==> src/rtl/unit_pkg.sv <==
// Shared encodings and per-type stat tables for the battlefield unit.
package unit_pkg;

  localparam logic [4:0] S_I  = 5'b00001;
  localparam logic [4:0] S_D1 = 5'b00010;
  localparam logic [4:0] S_D2 = 5'b00100;
  localparam logic [4:0] S_D3 = 5'b01000;
  localparam logic [4:0] S_A  = 5'b10000;

  localparam logic [1:0] T_NONE = 2'd0;
  localparam logic [1:0] T_1    = 2'd1;
  localparam logic [1:0] T_2    = 2'd2;
  localparam logic [1:0] T_3    = 2'd3;

  localparam logic [8:0] START_POS = 9'd511;

  localparam logic [7:0] HP1 = 8'd200;
  localparam logic [7:0] HP2 = 8'd120;
  localparam logic [7:0] HP3 = 8'd250;
  localparam logic [8:0] SPD1 = 9'd4;
  localparam logic [8:0] SPD2 = 9'd2;
  localparam logic [8:0] SPD3 = 9'd1;
  localparam logic [7:0] DMG1 = 8'd10;
  localparam logic [7:0] DMG2 = 8'd25;
  localparam logic [7:0] DMG3 = 8'd40;

  typedef struct packed {
    logic [7:0] hp;
    logic [8:0] spd;
    logic [7:0] dmg;
  } stats_t;

endpackage

==> src/rtl/unit_if.sv <==
// Controller <-> unit signal bundle.
interface unit_if;
  logic       moveSCEN;
  logic       damageSCEN;
  logic [7:0] damageIn;
  logic       SW1;
  logic       SW2;
  logic       SW3;
  logic       purchase;
  logic [8:0] enemyFront;
  logic [8:0] position;
  logic [7:0] damageOut;
  logic [1:0] unitType;
  logic       q_I;
  logic       q_Deploy1;
  logic       q_Deploy2;
  logic       q_Deploy3;
  logic       q_Alive;
  logic [7:0] health;

  modport master (
    output moveSCEN, damageSCEN, damageIn,
    output SW1, SW2, SW3, purchase, enemyFront,
    input  position, damageOut, unitType, health,
    input  q_I, q_Deploy1, q_Deploy2, q_Deploy3, q_Alive
  );

  modport slave (
    input  moveSCEN, damageSCEN, damageIn,
    input  SW1, SW2, SW3, purchase, enemyFront,
    output position, damageOut, unitType, health,
    output q_I, q_Deploy1, q_Deploy2, q_Deploy3, q_Alive
  );
endinterface

==> src/rtl/unit_stats_lut.sv <==
// Unit type -> {hp, speed, damage} lookup.
import unit_pkg::*;

module unit_stats_lut (
  input  logic [1:0] i_type,
  output stats_t     o_stats
);
  always_comb begin
    o_stats = '0;
    unique case (i_type)
      T_1:     o_stats = '{hp: HP1, spd: SPD1, dmg: DMG1};
      T_2:     o_stats = '{hp: HP2, spd: SPD2, dmg: DMG2};
      T_3:     o_stats = '{hp: HP3, spd: SPD3, dmg: DMG3};
      default: o_stats = '0;
    endcase
  end
endmodule

==> src/rtl/unit.sv <==
// One purchasable combat unit: buy, deploy, march, take damage, die.
import unit_pkg::*;

module unit (
  input logic clk,
  input logic reset,
  unit_if.slave bus
);
  logic [4:0] r_state;
  logic [8:0] r_pos;
  logic [7:0] r_hp;
  logic [1:0] r_type;

  logic [1:0] w_lut_type;
  stats_t     w_st;
  logic       w_alive;
  logic [8:0] w_tgt;
  logic [9:0] w_ef1;
  logic       w_kill;

  // While deploying, the LUT serves the incoming type's starting stats.
  always_comb begin
    w_lut_type = r_type;
    unique case (1'b1)
      r_state[1]: w_lut_type = T_1;
      r_state[2]: w_lut_type = T_2;
      r_state[3]: w_lut_type = T_3;
      default:    w_lut_type = r_type;
    endcase
  end

  unit_stats_lut u_lut (
    .i_type  (w_lut_type),
    .o_stats (w_st)
  );

  assign w_alive = r_state[4];
  assign w_tgt   = (r_pos > w_st.spd) ? r_pos - w_st.spd : 9'd0;
  assign w_ef1   = {1'b0, bus.enemyFront} + 10'd1;
  assign w_kill  = bus.damageIn >= r_hp;

  always_ff @(posedge clk) begin
    if (reset) begin
      r_state <= S_I;
      r_pos   <= START_POS;
      r_hp    <= 8'd0;
      r_type  <= T_NONE;
    end else begin
      unique case (1'b1)
        r_state[0]: begin
          if (bus.purchase) begin
            if (bus.SW1)      r_state <= S_D1;
            else if (bus.SW2) r_state <= S_D2;
            else if (bus.SW3) r_state <= S_D3;
          end
        end
        r_state[1], r_state[2], r_state[3]: begin
          r_state <= S_A;
          r_type  <= w_lut_type;
          r_hp    <= w_st.hp;
          r_pos   <= START_POS;
        end
        r_state[4]: begin
          if (bus.damageSCEN && w_kill) begin
            r_state <= S_I;
            r_hp    <= 8'd0;
            r_type  <= T_NONE;
            r_pos   <= START_POS;
          end else begin
            if (bus.damageSCEN)
              r_hp <= r_hp - bus.damageIn;
            if (bus.moveSCEN) begin
              if (w_tgt > bus.enemyFront)
                r_pos <= w_tgt;
              else if ({1'b0, r_pos} > w_ef1)
                r_pos <= w_ef1[8:0];
            end
          end
        end
        default: r_state <= S_I;
      endcase
    end
  end

  assign bus.position  = r_pos;
  assign bus.health    = r_hp;
  assign bus.unitType  = r_type;
  assign bus.damageOut = w_alive ? w_st.dmg : 8'd0;
  assign bus.q_I       = r_state[0];
  assign bus.q_Deploy1 = r_state[1];
  assign bus.q_Deploy2 = r_state[2];
  assign bus.q_Deploy3 = r_state[3];
  assign bus.q_Alive   = r_state[4];
endmodule

==> src/flat_wrapper.sv <==
// flat-port wrapper written by rule: the top's interface ports become plain ports
module unit_flat 
  (clk, reset, bus_moveSCEN, bus_damageSCEN, bus_damageIn, bus_SW1, bus_SW2, bus_SW3, bus_purchase, bus_enemyFront, bus_position, bus_damageOut, bus_unitType, bus_health, bus_q_I, bus_q_Deploy1, bus_q_Deploy2, bus_q_Deploy3, bus_q_Alive);
  unit_if bus_i ();
  input logic clk;
  input logic reset;
  input wire logic [$bits(bus_i.moveSCEN)-1:0] bus_moveSCEN;
  input wire logic [$bits(bus_i.damageSCEN)-1:0] bus_damageSCEN;
  input wire logic [$bits(bus_i.damageIn)-1:0] bus_damageIn;
  input wire logic [$bits(bus_i.SW1)-1:0] bus_SW1;
  input wire logic [$bits(bus_i.SW2)-1:0] bus_SW2;
  input wire logic [$bits(bus_i.SW3)-1:0] bus_SW3;
  input wire logic [$bits(bus_i.purchase)-1:0] bus_purchase;
  input wire logic [$bits(bus_i.enemyFront)-1:0] bus_enemyFront;
  output wire logic [$bits(bus_i.position)-1:0] bus_position;
  output wire logic [$bits(bus_i.damageOut)-1:0] bus_damageOut;
  output wire logic [$bits(bus_i.unitType)-1:0] bus_unitType;
  output wire logic [$bits(bus_i.health)-1:0] bus_health;
  output wire logic [$bits(bus_i.q_I)-1:0] bus_q_I;
  output wire logic [$bits(bus_i.q_Deploy1)-1:0] bus_q_Deploy1;
  output wire logic [$bits(bus_i.q_Deploy2)-1:0] bus_q_Deploy2;
  output wire logic [$bits(bus_i.q_Deploy3)-1:0] bus_q_Deploy3;
  output wire logic [$bits(bus_i.q_Alive)-1:0] bus_q_Alive;
  assign bus_i.moveSCEN = bus_moveSCEN;
  assign bus_i.damageSCEN = bus_damageSCEN;
  assign bus_i.damageIn = bus_damageIn;
  assign bus_i.SW1 = bus_SW1;
  assign bus_i.SW2 = bus_SW2;
  assign bus_i.SW3 = bus_SW3;
  assign bus_i.purchase = bus_purchase;
  assign bus_i.enemyFront = bus_enemyFront;
  assign bus_position = bus_i.position;
  assign bus_damageOut = bus_i.damageOut;
  assign bus_unitType = bus_i.unitType;
  assign bus_health = bus_i.health;
  assign bus_q_I = bus_i.q_I;
  assign bus_q_Deploy1 = bus_i.q_Deploy1;
  assign bus_q_Deploy2 = bus_i.q_Deploy2;
  assign bus_q_Deploy3 = bus_i.q_Deploy3;
  assign bus_q_Alive = bus_i.q_Alive;
  unit u_core (.clk(clk), .reset(reset), .bus(bus_i));
endmodule
==> config.mk <==
export PLATFORM = sky130hd
export DESIGN_NAME = unit_flat
export DESIGN_NICKNAME = d
export VERILOG_FILES = /design/src/rtl/unit_pkg.sv /design/src/rtl/unit_if.sv /design/src/rtl/unit_stats_lut.sv /design/src/rtl/unit.sv /design/src/flat_wrapper.sv
export SDC_FILE = /design/constraint.sdc
export NUM_CORES = 1
export LEC_CHECK = 0
export ABC_CLOCK_PERIOD_IN_PS = 4800
export CAP_MARGIN = 25
export CORE_MARGIN = 2
export CORE_UTILIZATION = 29
export CTS_CLUSTER_DIAMETER = 30
export DETAILED_ROUTE_END_ITERATION = 6
export SYNTH_ARGS = -nofsm -noshare
export SYNTH_HDL_FRONTEND = slang
export SYNTH_SLANG_ARGS = --single-unit
==> constraint.sdc <==
create_clock -name clk -period 4.8 [get_ports clk]
set_input_delay 1.44 -clock clk [delete_from_list [all_inputs] [get_ports clk]]
set_output_delay 1.44 -clock clk [all_outputs]
set_load 0.02 [all_outputs]
==> results.tsv <==
stage	metric	value	unit
power	P_leak	1.211	nW
route	Routed WL	6340	um
power	Power Density	217.0	nW/um^2
synth	Distinct cells, synth	53	
floorplan	# IOs	57	
grt	total grt overflow	0	
placement	PortBufs	53	
sta	Worst-Margin Slew	0.5752	ns
sta	clock skew	0.008260	ns
status	status	complete, no violations	
critical_path	Crit Reg-Reg Startpoint	u_core.bus.unitType[1]	
clock_tree	CTS root buf	clkbuf_8	
grt	number of global-route vias before repair	2283	
floorplan	Rows	32	
placement	post-DP HPWL	5151	um
floorplan	die area	8753	sq um
critical_path	Setup crit end kind	register	
final_layout	fin nets	417	
sta	worst setup margin	0.4418	ns
critical_path	CP Max Fanout	7	
floorplan	die width	93.56	um
worst_hold_path	worst hold path type	register to register	
sta	Pins Over Slew Limit	0	
route	WL per Instance	13.75	um
critical_path	Reg-to-Reg End	u_core.bus.position[0]	
synth	largest area contributor in the netlist	dfxtp_1	
grt	initial antenna violation count	0	
clock_tree	setup bufs post-CTS	0	
critical_path	CP bufs+invs	1	
final_layout	commonest non-fill, non-tap cells in the layout	clkdlybuf4s50_1 (53), nor2_1 (34), ha_1 (30)	
critical_path	Crit path max-delay family	simple AND/OR/NAND/NOR gates	
flow_run	Max-Cap Viols	0	
worst_hold_path	hold depth	2	
synth	synthesized instance count	306	
placement	Placer Congestion	0.8818	
route	remaining antenna violation count	0	
critical_path	critical path startpoint category	input pin	
sta	Max Clk Rate	0.2295	GHz
floorplan	Die Y-Extent	93.56	um
sta	unrepaired setup endpoints after global routing	false	
synth	sequential area share after synthesis	20.66	%
clock_tree	Sink Count	24	
route	Residual DRC	0	
sta	crit path time final	4.358	ns
final_layout	n_diodes	0	
power	maximum vdd drop	0.1250	mV
route	vias	2323	
critical_path	crit-path cells	clkdlybuf4s50_1, nand3_1, nor2_1, nand4_1, xnor2_1, ha_1, nand3_1, nor2_1, nand2_1, o221a_2, o32a_1, nor2_1, a2bb2oi_1	
final_layout	area delta synth->final	30.61	%
synth	Yosys warnings	0	
clock_tree	H-tree levels	1	
grt	first-pass GRT wire length	10830	um
synth	Avg Cell Area, Syn	7.601	sq um
grt	largest net degree at the start of global routing	19	
critical_path	slowest CP cell	clkdlybuf4s50_1	
grt	GRT Total Usage	15.36	%
synth	Most used DFF post-synth	dfxtp_1	
sta	total negative slack	0	ns
synth	Post-synth EDFFs	0	
final_layout	layout cell share with drive strength beyond 1	5.292	%
final_layout	Finished Layout Cells	461	
sta	final hold violations	0	
worst_hold_path	hold path start	u_core.bus.health[2]	
final_layout	Filler Cell Count	840	
placement	Placed Cells	457	
clock_tree	CTS tree	yes	
synth	Yosys top cell area share	20.66	%
route	First-pass DRT Iterations	4	
synth	synthesis-stage register bit count	24	
clock_tree	CTS Buf Count	3	
clock_tree	CTS clk-pin slew, worst paths	0.10	ns
critical_path	Most common cell on crit path	nor2_1	
critical_path	Register-to-Register Path Depth	17	
sta	period utilization	90.80	%
critical_path	CP required	4.95	ns
final_layout	most common cell after layout, fill and taps aside	clkdlybuf4s50_1	
synth	top cells by area, synth	dfxtp_1 (21%), ha_1 (16%), o21ai_0 (5.8%)	
clock_tree	Post-CTS Resized	0	
sta	final setup violation count	0	
critical_path	max incr delay on CP	0.59	ns
route	DRT iter0 DRCs	108	
clock_tree	Clock Tree Buf Depth	2	
synth	async set-reset flop share out of synthesis	0	%
route	Via density	5.039	
floorplan	core area	7767	sq um
critical_path	r2r setup slk	0.60	ns
clock_tree	Hold Buf Count CTS	0	
floorplan	Initial Util	29.95	%
placement	Place WS	0.1865	ns
worst_hold_path	end of the worst hold path	u_core.bus.health[2]	
critical_path	Critical Path AT	4.50	ns
clock_tree	clk_lat worst skew	0.28	ns
sta	Max-slew headroom	61.66	%
critical_path	kind of critical path	input pin to register	
synth	synthesized area	2326	sq um
cell families after synthesis:
| group | after synthesis | synth area share, % |
|---|---|---|
| flip-flops | 24 | 20.66 |
| XOR/XNOR | 17 | 6.402 |
| adder cells (fa/ha/maj) | 32 | 17.86 |
| multiplexers | 2 | 0.9145 |
| other | 1 | 0.1612 |
| buffers and inverters | 35 | 6.401 |
| AND/OR/NAND/NOR | 106 | 22.06 |
| AO/OA/AOI/OAI | 89 | 25.55 |
state kept, by name, indices dropped and copies added (netlist names):
signal,flops
u_core.r_state,5
u_core.bus.unitType,2
u_core.bus.position,9
u_core.bus.health,8
final cells by class:
type | instances | area [sq um] | share of cell area [%]
timing repair buffer | 57 | 560.5 | 18.45
multi-input combinational | 249 | 1704 | 56.10
sequential | 24 | 480.5 | 15.82
clock buffer | 3 | 41.29 | 1.359
inverter | 25 | 93.84 | 3.089
tap | 102 | 127.6 | 4.201
clock inverter | 1 | 30.03 | 0.9885
tightest hold or removal path, cell delays in order (launching register included):
cell and delay [ns]:
dfxtp_1 0.34, nand2_1 0.06, a21oi_1 0.05
worst max path at each step:
stage	from	endpoint	cells after the start
6_report	bus_enemyFront[2]	u_core.bus.position[0]	13
3_3_place_gp	bus_enemyFront[2]	u_core.bus.position[8]	13
4_1_cts	bus_enemyFront[2]	u_core.bus.position[0]	13
5_1_grt	bus_enemyFront[2]	u_core.bus.position[5]	13
3_5_place_dp	bus_enemyFront[2]	u_core.bus.position[0]	13
2_1_floorplan	u_core.r_state[2]	u_core.bus.position[0]	19
cell usage after synthesis (3+ instances only):
cell / n
a2bb2oi_1: 8
ha_1: 30
xnor2_1: 15
clkbuf_1: 3
nand4_1: 7
nor3_1: 13
nor2_1: 34
dfxtp_1: 24
nor2b_1: 3
inv_1: 24
a21o_1: 6
a21oi_1: 22
buf_4: 4
o21bai_1: 5
nand2_1: 20
and2_1: 3
nand3_1: 12
o21ai_0: 27
metal layers:
layer	share of wire, %	global-route usage, %	wire (um)
met5	0	0	0
met4	0.39	1.812	25
met3	4.7	2.740	299
met2	49	27.76	3082
met1	46	19.60	2932
where the power goes:
| part | leakage [nW] | switching, mW | internal (mW) |
|---|---|---|---|
| Combinational | 0.980 | 0.135 | 0.116 |
| Clock | 0.0357 | 0.0725 | 0.112 |
| Sequential | 0.195 | 0.0135 | 0.210 |
| Total | 1.21 | 0.221 | 0.438 |
through the flow:
step                      util, %  instance area (sq um)  hold slack (ns)  power, mW
final                       39.11                   3038           0.4779     0.6591
after global routing        39.11                   3038           0.5232     0.7091
after CTS                   39.11                   3038           0.4853     0.6651
after detailed placement    38.19                   2967           0.4715     0.4790
after global placement      38.19                   2967           0.4643     0.4775
after floorplan                 -                   2333           0.5461     0.3947
Power figures use the tool's default switching activity.
